**config.mk**
```make
export PLATFORM = sky130hd
export DESIGN_NAME = load_store_unit
export DESIGN_NICKNAME = d
export VERILOG_FILES = /design/src/rtl/load_store_unit.sv
export SDC_FILE = /design/constraint.sdc
export NUM_CORES = 1
export LEC_CHECK = 0
export ABC_AREA = 1
export BUFFER_PORTS_ARGS = -buffer_cell sky130_fd_sc_hd__clkbuf_2
export CAP_MARGIN = 20
export CELL_PAD_IN_SITES_DETAIL_PLACEMENT = 1
export CELL_PAD_IN_SITES_GLOBAL_PLACEMENT = 2
export CORE_MARGIN = 3
export CORE_UTILIZATION = 27
export CTS_BUF_LIST = sky130_fd_sc_hd__clkbuf_16
export CTS_CLUSTER_SIZE = 10
export DETAILED_ROUTE_END_ITERATION = 12
export PLACE_DENSITY_LB_ADDON = 0.05
export SLEW_MARGIN = 20
export SYNTH_ARGS = -nofsm -noshare
export SYNTH_HDL_FRONTEND = slang
export SYNTH_SLANG_ARGS = --single-unit
```
**constraint.sdc**
```tcl
create_clock -name clk -period 2.7 [get_ports clk]
set_input_delay 0.405 -clock clk [delete_from_list [all_inputs] [get_ports clk]]
set_output_delay 0.405 -clock clk [all_outputs]
set_load 0.01 [all_outputs]
```
**src/rtl/load_store_unit.sv**
```systemverilog
// -----------------------------------------------------------------------------
// load_store_unit
//
// Bridges the CPU datapath and a word-wide, asynchronously read data RAM.
// RV32I byte-addressed loads/stores (selected by funct3) become single word
// accesses. Sub-word loads pick the addressed lane and sign/zero extend.
// Sub-word stores read the word, merge the new lane(s) and write it back in
// the same cycle. Misaligned, out-of-range and illegal-funct3 requests are
// answered with resp_err=1 and never touch the RAM.
//
// Sequence: IDLE (accept) -> EXEC (one RAM cycle) -> RESP (hold until taken).
// An illegal request goes straight from IDLE to RESP.
//
// Ports
//   clk, rst       single clock, synchronous active-high reset
//   req_valid      request offered
//   req_ready      unit can accept (high only in IDLE)
//   req_write      1 = store, 0 = load
//   req_funct3     000 B, 001 H, 010 W, 100 BU, 101 HU
//   req_addr       byte address
//   req_wdata      store data (low byte/half used for SB/SH)
//   resp_valid     response available
//   resp_ready     consumer takes the response
//   resp_rdata     extended load result; 0 for stores and errors
//   resp_err       misaligned, out-of-range or illegal funct3
//   ram_addr       RAM word index, held outside EXEC
//   ram_wr_ena     RAM write enable (EXEC of a store only)
//   ram_wr_data    merged word written to the RAM
//   ram_rd_data    combinational RAM read data at ram_addr
// -----------------------------------------------------------------------------
module load_store_unit #(
    parameter int unsigned L         = 128,
    parameter logic [31:0] BASE_ADDR = 32'h0000_0000
) (
    input  logic                 clk,
    input  logic                 rst,
    input  logic                 req_valid,
    output logic                 req_ready,
    input  logic                 req_write,
    input  logic [2:0]           req_funct3,
    input  logic [31:0]          req_addr,
    input  logic [31:0]          req_wdata,
    output logic                 resp_valid,
    input  logic                 resp_ready,
    output logic [31:0]          resp_rdata,
    output logic                 resp_err,
    output logic [$clog2(L)-1:0] ram_addr,
    output logic                 ram_wr_ena,
    output logic [31:0]          ram_wr_data,
    input  logic [31:0]          ram_rd_data
);

    localparam int unsigned AW   = $clog2(L);
    // Range bounds carry one extra bit so BASE_ADDR + 4*L cannot wrap to a
    // small value and wrongly admit high addresses.
    localparam logic [32:0] SPAN = 33'(L) << 2;
    localparam logic [32:0] LO   = {1'b0, BASE_ADDR};
    localparam logic [32:0] HI   = LO + SPAN;

    typedef enum logic [1:0] {
        ST_IDLE = 2'd0,
        ST_EXEC = 2'd1,
        ST_RESP = 2'd2
    } state_t;

    // ------------------------------------------------------------------
    // Helper functions
    // ------------------------------------------------------------------

    // funct3 encodings that exist for the given direction
    function automatic logic funct3_ok(input logic wr, input logic [2:0] f3);
        logic ok;
        case (f3)
            3'b000, 3'b001, 3'b010: ok = 1'b1;
            3'b100, 3'b101:         ok = ~wr;   // no unsigned stores
            default:                ok = 1'b0;
        endcase
        return ok;
    endfunction

    // natural alignment for the access size
    function automatic logic aligned_ok(input logic [2:0] f3, input logic [1:0] lo2);
        logic ok;
        case (f3)
            3'b001, 3'b101: ok = ~lo2[0];
            3'b010:         ok = (lo2 == 2'b00);
            default:        ok = 1'b1;
        endcase
        return ok;
    endfunction

    // BASE_ADDR <= addr < BASE_ADDR + 4*L, evaluated in 33 bits
    function automatic logic range_ok(input logic [31:0] a);
        logic [32:0] ax;
        ax = {1'b0, a};
        return (ax >= LO) && (ax < HI);
    endfunction

    // shift the addressed lane down and extend per funct3
    function automatic logic [31:0] load_extract(input logic [31:0] word,
                                                 input logic [2:0]  f3,
                                                 input logic [1:0]  lane);
        logic [31:0] sh;
        logic [31:0] res;
        sh = word >> {lane, 3'b000};
        case (f3)
            3'b000:  res = {{24{sh[7]}},  sh[7:0]};
            3'b001:  res = {{16{sh[15]}}, sh[15:0]};
            3'b100:  res = {24'h00_0000,  sh[7:0]};
            3'b101:  res = {16'h0000,     sh[15:0]};
            default: res = sh;          // word: lane is always 0 here
        endcase
        return res;
    endfunction

    // replace the addressed lane(s) of the current word with store data
    function automatic logic [31:0] store_merge(input logic [31:0] word,
                                                input logic [31:0] wd,
                                                input logic [2:0]  f3,
                                                input logic [1:0]  lane);
        logic [31:0] res;
        case (f3)
            3'b000: begin
                case (lane)
                    2'd0:    res = {word[31:8],  wd[7:0]};
                    2'd1:    res = {word[31:16], wd[7:0], word[7:0]};
                    2'd2:    res = {word[31:24], wd[7:0], word[15:0]};
                    default: res = {wd[7:0],     word[23:0]};
                endcase
            end
            3'b001: begin
                if (lane[1]) begin
                    res = {wd[15:0], word[15:0]};
                end else begin
                    res = {word[31:16], wd[15:0]};
                end
            end
            default: res = wd;
        endcase
        return res;
    endfunction

    // ------------------------------------------------------------------
    // State
    // ------------------------------------------------------------------
    state_t          state_r;
    logic            write_r;
    logic [2:0]      funct3_r;
    logic [1:0]      lane_r;
    logic [31:0]     wdata_r;
    logic [AW-1:0]   ram_addr_r;
    logic            wr_ena_r;
    logic            req_ready_r;
    logic            resp_valid_r;
    logic            resp_err_r;
    logic [31:0]     resp_rdata_r;

    logic            req_legal_s;
    logic [AW-1:0]   req_index_s;
    logic [31:0]     merge_s;

    // Legality and word index of the request currently offered
    always_comb begin
        req_legal_s = funct3_ok(req_write, req_funct3)
                    & aligned_ok(req_funct3, req_addr[1:0])
                    & range_ok(req_addr);
        req_index_s = AW'((req_addr - BASE_ADDR) >> 2);
    end

    // Read-modify-write word; only meaningful while a store is in EXEC
    always_comb begin
        if (wr_ena_r) begin
            merge_s = store_merge(ram_rd_data, wdata_r, funct3_r, lane_r);
        end else begin
            merge_s = 32'h0000_0000;
        end
    end

    // Control FSM with registered outputs and latched request fields
    always_ff @(posedge clk) begin
        if (rst) begin
            state_r      <= ST_IDLE;
            write_r      <= 1'b0;
            funct3_r     <= 3'b000;
            lane_r       <= 2'b00;
            wdata_r      <= 32'h0000_0000;
            ram_addr_r   <= '0;
            wr_ena_r     <= 1'b0;
            req_ready_r  <= 1'b1;
            resp_valid_r <= 1'b0;
            resp_err_r   <= 1'b0;
            resp_rdata_r <= 32'h0000_0000;
        end else begin
            case (state_r)
                ST_IDLE: begin
                    if (req_valid) begin
                        write_r     <= req_write;
                        funct3_r    <= req_funct3;
                        lane_r      <= req_addr[1:0];
                        wdata_r     <= req_wdata;
                        req_ready_r <= 1'b0;
                        if (req_legal_s) begin
                            ram_addr_r <= req_index_s;
                            wr_ena_r   <= req_write;
                            state_r    <= ST_EXEC;
                        end else begin
                            // rejected: answer next cycle, RAM untouched
                            resp_valid_r <= 1'b1;
                            resp_err_r   <= 1'b1;
                            resp_rdata_r <= 32'h0000_0000;
                            state_r      <= ST_RESP;
                        end
                    end
                end
                ST_EXEC: begin
                    wr_ena_r     <= 1'b0;
                    resp_valid_r <= 1'b1;
                    resp_err_r   <= 1'b0;
                    if (write_r) begin
                        resp_rdata_r <= 32'h0000_0000;
                    end else begin
                        resp_rdata_r <= load_extract(ram_rd_data, funct3_r, lane_r);
                    end
                    state_r <= ST_RESP;
                end
                ST_RESP: begin
                    // req_ready rises only after the return to IDLE, so a
                    // request offered together with resp_ready waits a cycle
                    if (resp_ready) begin
                        resp_valid_r <= 1'b0;
                        resp_err_r   <= 1'b0;
                        resp_rdata_r <= 32'h0000_0000;
                        req_ready_r  <= 1'b1;
                        state_r      <= ST_IDLE;
                    end
                end
                default: begin
                    wr_ena_r     <= 1'b0;
                    resp_valid_r <= 1'b0;
                    resp_err_r   <= 1'b0;
                    resp_rdata_r <= 32'h0000_0000;
                    req_ready_r  <= 1'b1;
                    state_r      <= ST_IDLE;
                end
            endcase
        end
    end

    // Reset cancels a write already lined up for this EXEC cycle
    always_comb begin
        ram_wr_ena  = wr_ena_r & ~rst;
        ram_wr_data = merge_s;
        ram_addr    = ram_addr_r;
        req_ready   = req_ready_r;
        resp_valid  = resp_valid_r;
        resp_err    = resp_err_r;
        resp_rdata  = resp_rdata_r;
    end

    load_store_unit_chk u_chk (
        .clk        (clk),
        .rst        (rst),
        .req_ready  (req_ready_r),
        .resp_valid (resp_valid_r),
        .resp_ready (resp_ready),
        .resp_err   (resp_err_r),
        .resp_rdata (resp_rdata_r),
        .ram_wr_ena (ram_wr_ena)
    );

endmodule

// -----------------------------------------------------------------------------
// load_store_unit_chk
// Protocol properties of load_store_unit: request and response sides are
// never both open, a RAM write lasts one cycle, and a stalled response holds.
// Ports mirror the like-named load_store_unit signals.
// -----------------------------------------------------------------------------
module load_store_unit_chk (
    input logic        clk,
    input logic        rst,
    input logic        req_ready,
    input logic        resp_valid,
    input logic        resp_ready,
    input logic        resp_err,
    input logic [31:0] resp_rdata,
    input logic        ram_wr_ena
);

    a_exclusive: assert property (@(posedge clk) disable iff (rst)
        !(req_ready && resp_valid));

    a_single_write: assert property (@(posedge clk) disable iff (rst)
        ram_wr_ena |=> !ram_wr_ena);

    a_resp_hold: assert property (@(posedge clk) disable iff (rst)
        (resp_valid && !resp_ready) |=>
            (resp_valid && $stable(resp_rdata) && $stable(resp_err)));

endmodule

```
==> impl_metrics.json, run 1 <==
{
  "avgRoutedWirePerCell_um": 17.9,
  "p_leak_uw": 0.00272,
  "synth_top_cell_by_area": "dfxtp_1",
  "drc": 0,
  "wirelength_um": 19600,
  "setup_tns_ns": 0,
  "synth_nets": 814,
  "critPathArrivalTime_ns": 2.14,
  "overflow": 0,
  "cts.htree.levels": 3,
  "die_area_um2": 18600,
  "placed_area_um2": 5650,
  "io_pins": 179,
  "ys_async_sr_fraction_pct": 0,
  "cts_buffers": 9,
  "slew_viol_final": 0,
  "yosysWarnings": 0,
  "drt-pass1-iter-count": 5,
  "clkTransAtPathRegs_ns": 0.07,
  "synth_edf_count": 0,
  "cts_sinks": 83,
  "grt_max_degree": 43,
  "gp_congestion": 0.861,
  "final_layout_size_suffix_gt1_share_pct": 26.0,
  "ys_top_cells_by_count": "175 x nand2_1, 86 x nor2_1, 83 x dfxtp_1, 83 x o21ai_0",
  "crit_type": "register to output pin",
  "synth_area_um2": 4600,
  "yosysMostFrequentCell": "nand2_1",
  "clock.fmax_mhz": 392,
  "rows": 47,
  "die_height_um": 137,
  "viasPerCell": 4.89,
  "grt_pass1_vias": 5441,
  "antenna_cells": 0,
  "ys_seq_area_share_pct": 36.1,
  "ys_top_cells_by_area": "dfxtp_1 36%, nand2_1 14%, o21ai_0 9.0%, a21oi_1 7.2%, nand3_1 7.2%",
  "highest_layer": "met4",
  "area_delta_synth_final_pct": 29.6,
  "core_um2": 16600,
  "rsz0062_at_grt": "no",
  "hold_ws_ns": 0.275,
  "post_synth.cell_area_avg_um2": 6.48,
  "portBuffers": 178,
  "cts_tree": "yes",
  "p_int_uw": 2260,
  "stdcell_area_um2": 5960,
  "insertion_delay_ns": 0.35,
  "ant_nets": 0,
  "pwr_density_cell_nw_per_um2": 575,
  "pwr-share-comb_pct": 22.7,
  "dr_wl_met3_um": 797,
  "cp-end-kind": "output pin",
  "setup_violations": 0,
  "fin_crit_sh_pct": 94.4,
  "syn_inst": 710,
  "slew_headroom_pct": 45.9,
  "synth_top_area_share_pct": 36.1,
  "ys_ff_latch": 83,
  "synth_cell_types": 25,
  "power_switching_uw": 1170,
  "synth-main-ff-cell": "dfxtp_1",
  "cts_root_buffer": "clkbuf_16",
  "vias": 5365,
  "start_util_pct": 27.6,
  "postCtsHoldBufs": 0,
  "grt_usage_pct": 21.2,
  "post-route-min-period_ns": 2.55,
  "cp_max_fo": 18,
  "met1_length_um": 9150,
  "antenna_found_initial": 0,
  "fp.dieW_um": 137,
  "dp_cells": 1080,
  "swShare_pct": 34.0,
  "drtIter0Drc": 246,
  "fin_nets": 977,
  "wl_met2_um": 9370,
  "timing.final.hold_violations": 0,
  "instances_no_fill": 1098,
  "worst_slew_pin_slew_ns": 0.810,
  "outcome": "finished clean",
  "hold_path.class": "input pin to register",
  "p_total_uw": 3430,
  "required_ns": 2.30,
  "clock_path_buffers": 2,
  "cap_violations": 0,
  "power_frac_seq_pct": 39.5,
  "startpoint_type": "register",
  "place_hpwl_um": 16000,
  "skew_ns": 0.00864,
  "grt_pass1_wl_um": 30300,
  "irDropWorstVdd_v": 0.000319,
  "pwr-share-clk_pct": 37.8
}
==> metal layers <==
metal	vias up	global-route usage [%]
li1	2690	-
met1	2511	28.4
met2	143	35.1
met3	21	3.16
met4	0	6.27
met5	-	0
==> registers in the layout, summed over array words and instances (netlist names) <==
signal      cells
resp_rdata     32
resp_err        1
lane_r          2
wr_ena_r        1
req_ready       1
funct3_r        3
wdata_r        32
write_r         1
resp_valid      1
ram_addr        7
state_r         2
==> power groups by stage <==
stage | Sequential (µW) | Combinational [µW] | Clock, µW
floorplan | 1350 | 505 | 0
global placement | 1380 | 762 | 0
detailed placement | 1380 | 772 | 0
CTS | 1350 | 783 | 1330
global route | 1360 | 875 | 1390
finish | 1350 | 777 | 1300
==> kinds of logic (layout without fill, tap and decap cells) <==
logic type	count (synthesis)	count (layout)	synth area share, %
and+or+nand+nor	344	344	32.7
AOI/OAI and AO/OA	191	191	22.4
buffers and inverters	92	260	8.76
DFF	83	83	36.1
==> cell usage in the layout, fill, tap and decap left out, drive strengths merged <==
| master | count |
|---|---|
| a21oi | 66 |
| a22oi | 7 |
| a31oi | 15 |
| buf | 12 |
| bufinv | 1 |
| clkbuf | 187 |
| clkinv | 3 |
| clkinvlp | 1 |
| dfxtp | 83 |
| inv | 56 |
| nand2 | 181 |
| nand3 | 67 |
| nand3b | 1 |
| nor2 | 92 |
| nor3 | 3 |
| o211ai | 15 |
| o21ai | 88 |
==> per-stage QoR <==
| step | utilization [%] | setup slack, ns |
|---|---|---|
| 3_5_place_dp | 33.9 | 0.327 |
| 5_1_grt | 35.8 | 0.00103 |
| 2_1_floorplan | - | 0.925 |
| 4_1_cts | 35.8 | 0.150 |
| 3_3_place_gp | 33.9 | 0.413 |
| 6_report | 35.8 | 0.151 |
==> final cells by class <==
| class | instances | area (µm²) |
|---|---|---|
| Timing Repair Buffer | 190 | 981 |
| Tap cell | 220 | 275 |
| Clock buffer | 9 | 225 |
| Sequential cell | 83 | 1660 |
| Multi-Input combinational cell | 535 | 2540 |
| Clock inverter | 7 | 75.1 |
| Inverter | 54 | 203 |
| Fill cell | 2219 | 10700 |
==> worst max-delay path: stages, from the launching register on <==
cell      delay (ns)
dfxtp_2         0.51
nor3_2          0.11
inv_2           0.11
nor2_1          0.07
nor2_1          0.45
nand3_1         0.16
a31oi_1         0.21
clkbuf_2        0.18
==> repair_timing <==
action | CTS | global route
setup endpoints to repair | 15 | 0
setup buffers | 2 | 0
gates resized for setup | 1 | 0
==> final timing paths <==
check                                              start  slack [ns]                       end  cells past startpoint
worst min register to register     resp_err$_SDFFE_PP0P_        0.46     resp_err$_SDFFE_PP0P_                      2
worst min-delay path                         req_addr[2]        0.27  ram_addr[0]$_SDFFE_PP0P_                      3
worst max register to register   state_r[1]$_SDFFE_PP0P_        0.71   wdata_r[6]$_SDFFE_PP0P_                      5
worst max-delay path            funct3_r[1]$_SDFFE_PP0P_        0.15           ram_wr_data[13]                      7
(Power assumes the default switching activity.)
==> run 2, diff against run 1 <==
CTS_BUF_LIST = not set   (was sky130_fd_sc_hd__clkbuf_16)
==> run 2 against run 1 <==
Net effect:
- sequential power about the same
- largest power group unchanged
- register-to-register slack is essentially flat
- critical path depth increased by 2
- sequential cell count is the same
- largest cell class unchanged
- clock-buffer cell count is 1 higher
- setup slack better by 0.020 ns
==> impl_metrics.json, run 2 (synthesis gave the netlist of run 1 again) <==
{
  "outcome": "finished clean",
  "skew_ns": 0.00864,
  "seqCellArea_um2": 1660,
  "ant_nets": 0,
  "cts_sinks": 83,
  "clock_path_buffers": 2,
  "worst_slew_pin_slew_ns": 0.805,
  "fill_cells": 2219,
  "slew_viol_final": 0,
  "multiInputGateArea_um2": 2540,
  "post-route-min-period_ns": 2.53,
  "cap_violations": 0,
  "startpoint_type": "register",
  "grt_pass1_vias": 5440,
  "power_frac_seq_pct": 39.2,
  "mostFrequentLayoutCells": "178 x clkbuf_2, 175 x nand2_1, 86 x nor2_1, 83 x o21ai_0, 82 x dfxtp_1",
  "cts_buffers": 9,
  "rr_endpoint": "wdata_r[6]$_SDFFE_PP0P_",
  "vias": 5352,
  "viasPerCell": 4.87,
  "crit_chain": "nor3_2 > inv_2 > nor2_4 > nor2_8 > nor2_8 > inv_2 > nand2_1 > a21oi_1 > clkbuf_2",
  "crit_type": "register to output pin",
  "swShare_pct": 33.8,
  "required_ns": 2.30,
  "setup_slack_ns": 0.171,
  "rrSetupSlack_ns": 0.70,
  "pwr_density_cell_nw_per_um2": 579,
  "place_ws_ns": 0.327,
  "setup_violations": 0,
  "endpoint": "ram_wr_data[4]",
  "timing.final.hold_violations": 0,
  "grt_pass1_wl_um": 30300,
  "final_layout_size_suffix_gt1_share_pct": 26.1,
  "cp_max_fo": 18,
  "antenna_found_initial": 0,
  "critPathArrivalTime_ns": 2.12,
  "place_hpwl_um": 16000,
  "final_common_cell": "clkbuf_2",
  "grt_usage_pct": 21.1,
  "area_delta_synth_final_pct": 29.8,
  "pwr-share-clk_pct": 38.4,
  "rows": 47,
  "rsz0062_at_grt": "no",
  "drc": 0,
  "avgRoutedWirePerCell_um": 17.9,
  "p_int_uw": 2290,
  "cts_root_buffer": "clkbuf_16",
  "gp_congestion": 0.861,
  "fp.dieW_um": 137,
  "cts.htree.levels": 3,
  "io_pins": 179,
  "antenna_cells": 0,
  "clock.fmax_mhz": 395,
  "drt-pass1-iter-count": 5,
  "start_util_pct": 27.6,
  "r2r-start": "state_r[1]$_SDFFE_PP0P_",
  "p_leak_uw": 0.00272,
  "fin_crit_sh_pct": 93.7,
  "overflow": 0,
  "core_um2": 16600,
  "power_switching_uw": 1170,
  "cts_tree": "yes",
  "clkTransAtPathRegs_ns": 0.07,
  "reg2reg_depth": 5,
  "fin_nets": 977,
  "drtIter0Drc": 264,
  "insertion_delay_ns": 0.35,
  "slowest_stage": "dfxtp_2",
  "die_area_um2": 18600,
  "postCtsHoldBufs": 0,
  "die_height_um": 137,
  "slew_headroom_pct": 46.3,
  "grt_max_degree": 43,
  "cp-end-kind": "output pin",
  "hold_path.class": "input pin to register",
  "wirelength_um": 19600,
  "irDropWorstVdd_v": 0.000320,
  "setup_tns_ns": 0,
  "crit_start": "funct3_r[1]$_SDFFE_PP0P_",
  "slowest_delay_ns": 0.41,
  "pwr-share-comb_pct": 22.5,
  "portBuffers": 178
}
==> run 2: cell types whose count changed in the layout (fill, tap and decap cells not counted), sizes merged <==
cell,previous run,this run
clkinv,3,2
clkbuf,187,188
==> run 2: area by class of cell <==
type	count	area share, %
Clock buffer	10	4.00
Clock inverter	6	1.19
Inverter	54	3.39
Multi-Input combinational cell	535	42.5
Sequential cell	83	27.8
Tap cell	220	4.61
Timing Repair Buffer	190	16.4
==> run 2: how the worst min path moves through the flow <==
| stage | depth (start not counted) | endpoint | slack (ns) | from |
|---|---|---|---|---|
| final | 3 | ram_addr[0]$_SDFFE_PP0P_ | 0.27 | req_addr[2] |
| after floorplan | 2 | write_r$_SDFFE_PP0P_ | 0.45 | write_r$_SDFFE_PP0P_ |
| after detailed placement | 2 | resp_err$_SDFFE_PP0P_ | 0.46 | resp_err$_SDFFE_PP0P_ |
| after global placement | 2 | resp_rdata[7]$_SDFFE_PP0P_ | 0.45 | resp_rdata[7]$_SDFFE_PP0P_ |
| after CTS | 3 | ram_addr[2]$_SDFFE_PP0P_ | 0.27 | req_addr[4] |
| after global routing | 3 | ram_addr[0]$_SDFFE_PP0P_ | 0.27 | req_addr[2] |
==> run 2: what timing repair did <==
action | 4_1_cts | 5_1_grt
resized for setup | 1 | 0
buffers inserted | 2 | 0
setup endpoints to repair | 15 | 0
==> run 2: worst max-delay path, delay by kind of cell (launching register included) <==
kind,cells,cell delay [ns]
and+or+nand+nor,5,0.91
DFF,1,0.41
buffers and inverters,3,0.37
AOI/OAI and AO/OA,1,0.08
==> run 2: power by group through the flow <==
stage | Clock, µW | Sequential [µW] | Combinational (µW)
CTS | 1360 | 1350 | 783
finish | 1330 | 1350 | 776
global route | 1410 | 1360 | 875
global placement | 0 | 1380 | 762
floorplan | 0 | 1350 | 505
detailed placement | 0 | 1380 | 772
==> run 2: through the flow <==
| step | hold slack [ns] | utilization, % | total power [µW] | std cells | instance area, µm² |
|---|---|---|---|---|---|
| after floorplan | 0.446 | - | 1860 | 710 | 4600 |
| after global placement | 0.449 | 33.9 | 2140 | 1080 | 5650 |
| after detailed placement | 0.455 | 33.9 | 2150 | 1080 | 5650 |
| after CTS | 0.267 | 35.9 | 3490 | 1098 | 5970 |
| after global routing | 0.270 | 35.9 | 3650 | 1098 | 5970 |
| final | 0.275 | 35.9 | 3460 | 1098 | 5970 |
==> run 2: layer usage <==
layer	part of all wire, %	track usage [%]	vias up
li1	-	-	2688
met1	47	28.4	2501
met2	48	35.1	144
met3	4.1	3.16	19
met4	1.5	6.27	0
met5	0	0	-
==> run 3, diff against run 2 <==
--- a/constraint.sdc
+++ b/constraint.sdc
@@ -3,2 +3,2 @@
 set_output_delay 0.405 -clock clk [all_outputs]
-set_load 0.01 [all_outputs]
+set_load 0.02 [all_outputs]
==> run 3 against run 2 <==
Net effect:
- routed wire length barely moved
- die area did not move
- cell area fell by 0.40%
- utilization fell by 0.14 points
- sequential cell count did not move
- first-iteration DRC count fell by 14%
- final cell count barely moved
- clock skew fell by 0.0023 ns
- register-to-register slack improved by 0.03 ns
- critical endpoint is now ram_wr_data[20]
- largest cell class unchanged
==> impl_metrics.json, run 3 (synthesis gave the netlist of run 1 again) <==
{
  "rows": 47,
  "viasPerCell": 4.92,
  "min_path_cells": 3,
  "cts_tree": "yes",
  "die_area_um2": 18600,
  "worst-path-buf-inv": 2,
  "setup_violations": 0,
  "use_met1_pct": 27.7,
  "fin_crit_sh_pct": 93.9,
  "top_usage_layer": "met2",
  "reg2reg_depth": 5,
  "wirelength_um": 19600,
  "cts_buffers": 9,
  "irDropWorstVdd_v": 0.000298,
  "crit_cells": 8,
  "startpoint_type": "register",
  "clock_path_buffers": 2,
  "pwr-share-clk_pct": 35.8,
  "swShare_pct": 35.3,
  "fp.dieW_um": 137,
  "grt_max_degree": 43,
  "grt_usage_pct": 21.1,
  "cts_sinks": 83,
  "critPathTopFamily": "simple AND/OR/NAND/NOR gates",
  "grt_pass1_vias": 5467,
  "p_leak_uw": 0.00271,
  "final_layout_size_suffix_gt1_share_pct": 26.3,
  "crit_chain": "inv_2 > nand2_4 > nor2_8 > nand2_2 > nand2_4 > nand2_1 > a31oi_1 > clkbuf_2",
  "slew_headroom_pct": 47.2,
  "hold_path.class": "input pin to register",
  "pwr_density_cell_nw_per_um2": 563,
  "cts.htree.levels": 3,
  "use_met3_pct": 3.27,
  "drc": 0,
  "crit_type": "register to output pin",
  "slowest_delay_ns": 0.40,
  "slowest_stage": "dfxtp_4",
  "ant_nets": 0,
  "rsz0062_at_grt": "yes",
  "antenna_found_initial": 0,
  "cp_max_fo": 18,
  "cap_violations": 0,
  "postCtsHoldBufs": 0,
  "use_met2_pct": 35.0,
  "power_frac_seq_pct": 40.4,
  "avgRoutedWirePerCell_um": 17.9,
  "gp_congestion": 0.861,
  "area_delta_synth_final_pct": 29.3,
  "cp-end-kind": "output pin",
  "vias": 5401,
  "worst_slew_pin_slew_ns": 0.791,
  "drt-pass1-iter-count": 5,
  "place_hpwl_um": 16000,
  "insertion_delay_ns": 0.35,
  "critPathArrivalTime_ns": 2.13,
  "die_height_um": 137,
  "cp_common_cell": "nand2_4",
  "mostFrequentLayoutCells": "178 x clkbuf_2, 175 x nand2_1, 85 x nor2_1, 82 x o21ai_0, 81 x dfxtp_1",
  "clock.fmax_mhz": 394,
  "skew_ns": 0.00637,
  "fill_cells": 2193,
  "start_util_pct": 27.6,
  "pwr-share-comb_pct": 23.7,
  "timing.final.hold_violations": 0,
  "slew_viol_final": 0,
  "utilization_pct": 35.7,
  "required_ns": 2.30,
  "core_um2": 16600,
  "power_switching_uw": 1180,
  "cts_root_buffer": "clkbuf_16",
  "io_pins": 179,
  "setup_tns_ns": 0,
  "clkTransAtPathRegs_ns": 0.07,
  "antenna_cells": 0,
  "final_common_cell": "clkbuf_2",
  "overflow": 0,
  "drtIter0Drc": 226,
  "grt_pass1_wl_um": 30000,
  "portBuffers": 178,
  "fin_nets": 976,
  "p_int_uw": 2170,
  "outcome": "finished clean",
  "post-route-min-period_ns": 2.54
}
[run 3: per-stage QoR]
step	hold WS [ns]	setup WS [ns]	instance area [µm²]	instances	power [µW]
floorplan	0.446	0.786	4600	710	1870
global placement	0.449	0.376	5650	1080	2160
detailed placement	0.456	0.268	5650	1080	2170
CTS	0.263	0.101	5930	1097	3400
global route	0.272	-0.0105	5950	1097	3550
finish	0.276	0.165	5950	1097	3350
[run 3: path summary, 6_finish.rpt]
path                         startpoint                         end  slack [ns]
min reg2reg  resp_rdata[1]$_SDFFE_PP0P_  resp_rdata[1]$_SDFFE_PP0P_        0.46
max reg2reg     state_r[1]$_SDFFE_PP0P_     wdata_r[5]$_SDFFE_PP0P_        0.73
max            funct3_r[1]$_SDFFE_PP0P_             ram_wr_data[20]        0.16
min                         req_addr[7]    ram_addr[5]$_SDFFE_PP0P_        0.28
[run 3: final cells by class]
type / count / area (µm²) / share of cell area, %
Clock buffer: 9 / 225 / 3.79
Multi-Input combinational cell: 535 / 2550 / 42.9
Tap cell: 220 / 275 / 4.63
Sequential cell: 83 / 1670 / 28.0
Clock inverter: 7 / 51.3 / 0.862
Timing Repair Buffer: 189 / 973 / 16.4
Inverter: 54 / 203 / 3.41
[run 3: repair_timing]
item | 4_1_cts | 5_1_grt
endpoints found under the setup margin | 25 | 14
resized for setup | 1 | 6
pin swaps | 1 | 0
setup buffers | 1 | 0
[run 3: tightest hold or removal path, stage by stage]
cell	delay (ns)
clkbuf_2	0.08
nor2_1	0.03
nor2_1	0.08
[run 3: power by group through the flow]
stage               combinational [µW]  clock, µW  sequential, µW
global placement                   779          0            1380
global route                       890       1300            1360
detailed placement                 787          0            1380
finish                             795       1200            1350
CTS                                796       1250            1350
floorplan                          518          0            1360
[run 3: routing by layer]
metal  wire length (µm)  share of wire, %
met5                  0                 0
met4                444               2.3
met1               8960                46
met3                887               4.5
met2               9320                48
